**config.mk**
```make
export PLATFORM = sky130hd
export DESIGN_NAME = control_estado_seq
export DESIGN_NICKNAME = d
export VERILOG_FILES = /design/src/rtl/control_estado_seq.sv
export SDC_FILE = /design/constraint.sdc
export NUM_CORES = 1
export LEC_CHECK = 0
export CORE_UTILIZATION = 50
export DETAILED_ROUTE_END_ITERATION = 8
export PLACE_DENSITY = 0.81
export SYNTH_ARGS = -nofsm -noshare
export SYNTH_HDL_FRONTEND = slang
export SYNTH_SLANG_ARGS = --single-unit
```
**constraint.sdc**
```tcl
create_clock -name clk -period 1.9 [get_ports clk]
set_input_delay 0.19 -clock clk [delete_from_list [all_inputs] [get_ports clk]]
set_output_delay 0.19 -clock clk [all_outputs]
set_load 0.05 [all_outputs]
```
**src/rtl/control_estado_seq.sv**
```systemverilog
// -----------------------------------------------------------------------------
// control_estado_seq
// -----------------------------------------------------------------------------
// Registered stage sequencer. Holds the current stage (0 = idle,
// 1..N_ESTADOS = active) and advances one stage per rising edge of `avance`
// while `credito` is present. At the last stage it either returns to idle or
// wraps to stage 1, emitting a one-cycle `fin` pulse. It can be cancelled, and
// it falls back to idle after TIMEOUT_CYC cycles in a stage with no advance,
// emitting a one-cycle `timeout` pulse.
//
// Handshake: there is no valid/ready handshake. `avance`, `credito` and
// `cancelar` are plain levels sampled on every rising clock edge. An advance
// is the cycle where `avance` is high after having been low the cycle before.
//
// Ports
//   clk            in  1  system clock, rising edge
//   rst_n          in  1  asynchronous active-low reset
//   avance         in  1  advance request (level, edge detected inside)
//   credito        in  1  credit present; low forces idle
//   cancelar       in  1  synchronous abort to idle
//   estado_actual  out W  current stage, registered (0 = idle)
//   activo         out 1  registered, high when estado_actual != 0
//   fin            out 1  one-cycle pulse when the last stage is advanced past
//   timeout        out 1  one-cycle pulse on inactivity abort
// -----------------------------------------------------------------------------
module control_estado_seq #(
    parameter int N_ESTADOS    = 6,
    parameter int W            = 4,
    parameter int TIMEOUT_CYC  = 1000,
    parameter int MODO_CICLICO = 0,
    parameter int TW           = 16
) (
    input  logic         clk,
    input  logic         rst_n,
    input  logic         avance,
    input  logic         credito,
    input  logic         cancelar,
    output logic [W-1:0] estado_actual,
    output logic         activo,
    output logic         fin,
    output logic         timeout
);

    localparam logic [W-1:0]  LP_ULTIMO = W'(N_ESTADOS);
    localparam logic [TW-1:0] LP_TO_LIM = TW'(TIMEOUT_CYC - 1);
    localparam bit            LP_TO_EN  = (TIMEOUT_CYC != 0);
    localparam bit            LP_CICLO  = (MODO_CICLICO != 0);

    // Action chosen for this cycle, in priority order. Exposed through the
    // debug-friendly enum so checkers can bind to the decision directly.
    typedef enum logic [2:0] {
        ACC_MANTENER    = 3'd0,
        ACC_CANCELAR    = 3'd1,
        ACC_SIN_CREDITO = 3'd2,
        ACC_FUERA_RANGO = 3'd3,
        ACC_TIMEOUT     = 3'd4,
        ACC_AVANZAR     = 3'd5
    } accion_t;

    logic [W-1:0]  r_estado;
    logic          r_activo;
    logic          r_fin;
    logic          r_timeout;
    logic [TW-1:0] r_cnt;
    logic          r_avance_q;

    logic          w_adv;
    accion_t       w_accion;
    logic [W-1:0]  w_estado_nxt;
    logic [TW-1:0] w_cnt_nxt;
    logic          w_fin_nxt;
    logic          w_timeout_nxt;

    // ------------------------------------------------------------------
    // State register. r_avance_q resets to 1 so that an avance held high
    // through reset is not seen as an edge once reset is released.
    // ------------------------------------------------------------------
    always_ff @(posedge clk or negedge rst_n) begin
        if (!rst_n) begin
            r_estado   <= '0;
            r_activo   <= 1'b0;
            r_fin      <= 1'b0;
            r_timeout  <= 1'b0;
            r_cnt      <= '0;
            r_avance_q <= 1'b1;
        end else begin
            r_estado   <= w_estado_nxt;
            r_activo   <= (w_estado_nxt != '0);
            r_fin      <= w_fin_nxt;
            r_timeout  <= w_timeout_nxt;
            r_cnt      <= w_cnt_nxt;
            r_avance_q <= avance;
        end
    end

    // ------------------------------------------------------------------
    // Action select: cancel > no credit > out-of-range > timeout > advance.
    // A timeout only fires on a cycle with no advance, so an edge arriving
    // exactly on the last allowed cycle still advances.
    // ------------------------------------------------------------------
    always_comb begin
        w_adv    = avance & ~r_avance_q;
        w_accion = ACC_MANTENER;
        if (cancelar) begin
            w_accion = ACC_CANCELAR;
        end else if (!credito) begin
            w_accion = ACC_SIN_CREDITO;
        end else if (r_estado > LP_ULTIMO) begin
            w_accion = ACC_FUERA_RANGO;
        end else if (LP_TO_EN && (r_estado != '0) && (r_cnt == LP_TO_LIM) && !w_adv) begin
            w_accion = ACC_TIMEOUT;
        end else if (w_adv) begin
            w_accion = ACC_AVANZAR;
        end
    end

    // ------------------------------------------------------------------
    // Next-state values for the selected action.
    // ------------------------------------------------------------------
    always_comb begin
        w_estado_nxt  = r_estado;
        w_cnt_nxt     = r_cnt;
        w_fin_nxt     = 1'b0;
        w_timeout_nxt = 1'b0;
        case (w_accion)
            ACC_CANCELAR, ACC_SIN_CREDITO, ACC_FUERA_RANGO: begin
                w_estado_nxt = '0;
                w_cnt_nxt    = '0;
            end
            ACC_TIMEOUT: begin
                w_estado_nxt  = '0;
                w_cnt_nxt     = '0;
                w_timeout_nxt = 1'b1;
            end
            ACC_AVANZAR: begin
                w_cnt_nxt = '0;
                if (r_estado == LP_ULTIMO) begin
                    w_fin_nxt    = 1'b1;
                    w_estado_nxt = LP_CICLO ? W'(1) : '0;
                end else begin
                    w_estado_nxt = r_estado + W'(1);
                end
            end
            default: begin
                // Idle keeps the counter at 0; active stages count up and
                // saturate at all-ones instead of wrapping.
                if (r_estado == '0) begin
                    w_cnt_nxt = '0;
                end else if (r_cnt != '1) begin
                    w_cnt_nxt = r_cnt + TW'(1);
                end
            end
        endcase
    end

    assign estado_actual = r_estado;
    assign activo        = r_activo;
    assign fin           = r_fin;
    assign timeout       = r_timeout;

endmodule
```
==> metrics.yaml <==
status:
  outcome: "finished clean"
clocking:
  clk_path_buf_depth: 2
  clock-sinks: 24
  ctsHoldBuffers: 0
  path_clk_slew_ps: 140
  cts_root_buffer: "clkbuf_4"
  cts.htree.levels: 1
  cts_tree: "built"
  numCtsBuffers: 3
  clock_latency_ps: 310
worst_setup_path:
  path_buf_inv: 1
  ff2ff_setup_slack_ps: 110
  r2r_cells: 5
  worstPathArrival_ps: 2030
  cp.required_ps: 2140
  worstPathCellList: "or3b_1 -> nand3b_4 -> or3b_1 -> buf_6 -> nor3_1"
  slowest_delay_ps: 450
  cp_max_fo: 16
  worst_setup_path_start_kind: "flop"
  slowest_stage: "dfrtp_2"
  cp_top_family: "simple AND/OR/NAND/NOR gates"
  worstReg2RegEnd: "r_cnt[8]"
  worstReg2RegStart: "estado_actual[3]"
  crit_top_cell: "or3b_1"
  critPathKind: "flop to flop"
  worst_setup_path_end_kind: "flop"
die:
  ios: 12
  die_w_um: 53.7
  die-area_mm2: 0.00289
  die_y_um: 53.7
  start_util_pct: 53.5
  rows: 18
  core-area_mm2: 0.00250
timing:
  slew_violations: 0
  clock.fmax_mhz: 559
  slew_headroom_pct: 65.6
  worst_pin_slew_ps: 514
  rsz0062_at_grt: "no"
  clock_skew_ps: 8.06
  min_period_ps: 1790
  setup_violations: 0
  setup_tns_ps: 0
  final.period_utilization_pct: 94.2
  hold_viol_final: 0
placement:
  post_dp_cell_area_mm2: 0.00148
  dpl.hpwl_mm: 1.92
  globalplace.congestion: 0.841
  port_buffers: 11
synth:
  yosysWarnings: 0
  async_flop_share_pct: 100
  avgSynthCellArea_um2: 9.42
  synth_cells: 142
  ys_ff_latch: 24
  synth_nets: 148
  synth_cell_type_count: 37
  synth_seq_area_share_pct: 45.0
  synth_ff_type: "dfrtp_1"
  synth-edff-count: 0
  netlist_area_mm2: 0.00134
cells_and_area:
  diodes: 0
  final_cell_mix: "dfrtp_1, nor2_1, o21ai_0"
  final_area_mm2: 0.00153
  nets: 162
  layout_commonest_cell: "dfrtp_1"
  area_growth_pct: 14.0
  drive_above_1_share_pct: 15.5
job:
  maxCapViolations: 0
routing:
  drcViolationCount: 0
  drt_iter0_markers: 61
  vias: 1159
  dr_wl_met3_um: 75
  firstDrtPassIters: 4
  ant_nets: 0
  wirelength_mm: 2.77
  post_drt_wl_per_cell_um: 15.0
  via_per_inst: 6.26
  wl_met2_mm: 1.31
  drt-met1-wl_mm: 1.36
  highest_layer: "met4"
global_route:
  overflow: 0
  grt_usage_pct: 21.3
  grt_max_degree: 25
  grt_pass1_wl_mm: 4.53
  antenna_found_initial: 0
  first_global_vias: 1025
pwr:
  power_density_mw_per_mm2: 553
  max-vdd-ir-drop_mv: 0.382
  power_leakage_uw: 0.000554
min_path:
  hp-class: "input port to asynchronous set/reset pin"
-- sequential cells by signal, summed over array words and instances (netlist names) --
name,flops
r_cnt,16
timeout,1
activo,1
estado_actual,4
r_avance_q,1
fin,1
-- metrics by stage --
stage	total power, µW	hold WS [ps]	utilization [%]	std cells	setup slack [ps]
floorplan	555	-106	-	142	-48.3
global placement	578	561	59.1	181	-72.3
detailed placement	581	570	59.1	181	-137
CTS	852	224	60.4	185	85.3
global route	879	250	61.0	185	1.59
finish	844	215	61.0	185	110
-- synthesized netlist by cell type (5+ instances only) --
cell	instances	area share (%)
nor2_1	9	2.5
a21oi_2	8	5.2
or3_1	7	3.3
o31ai_1	5	2.8
nand4_1	8	3.7
nand2_1	7	2.0
nor4_1	7	3.3
dfrtp_1	23	43
o21ai_0	9	3.4
a21oi_1	7	2.6
nand3_1	6	2.2
inv_1	5	1.4
nor3_1	7	2.6
-- cell families (layout without fill, tap and decap cells) --
logic type	after synthesis	in the layout	synth area share (%)
AND/OR/NAND/NOR	65	65	28.9
AO/OA/AOI/OAI	35	35	17.5
flip-flops	24	24	45.0
buffers and inverters	14	27	5.99
adder cells (fa/ha/maj)	1	1	0.935
other	1	1	0.280
XOR/XNOR	1	1	0.655
multiplexers	1	1	0.748
-- where the power goes --
group          total [µW]  internal, µW  switching (µW)
Sequential            519           515            3.41
Clock                 273           117             156
Combinational        51.8          20.5            31.3
Total                 844           653             191
-- metal layers --
metal  vias to the layer above  track usage (%)
met4                         0             9.21
met3                         2             2.82
li1                        562                -
met5                         -                0
met2                        21             32.1
met1                       574             30.3
-- layout make-up --
cell class              count  area, µm²
multi-input cells         104        667
well taps                  30       37.5
repair buffers             18        163
inverters                   5       18.8
flip-flops and latches     24        603
fillers                   212        975
clock buffers               4       36.3
-- worst max-delay path by stage --
stage	startpoint	to	slack, ps	cells past startpoint
4_1_cts	estado_actual[3]	r_cnt[15]	90	5
6_report	estado_actual[3]	r_cnt[8]	110	5
5_1_grt	estado_actual[3]	r_cnt[10]	2	5
3_3_place_gp	credito	r_cnt[4]	-70	6
3_5_place_dp	credito	r_cnt[4]	-140	6
2_1_floorplan	estado_actual[3]	r_cnt[13]	-50	7
-- worst reg2reg max path: stages, from the launching register on --
cell      delay (ps)
dfrtp_2          450
or3b_1           370
nand3b_4         160
or3b_1           360
buf_6            180
nor3_1           190
-- what timing repair did --
item                                    in CTS  in global routing
pin swaps                                    0                  0
resized for setup                            3                  3
endpoints found under the setup margin       3                  4
setup buffers                                0                  0
Power figures use the tool's default switching activity.
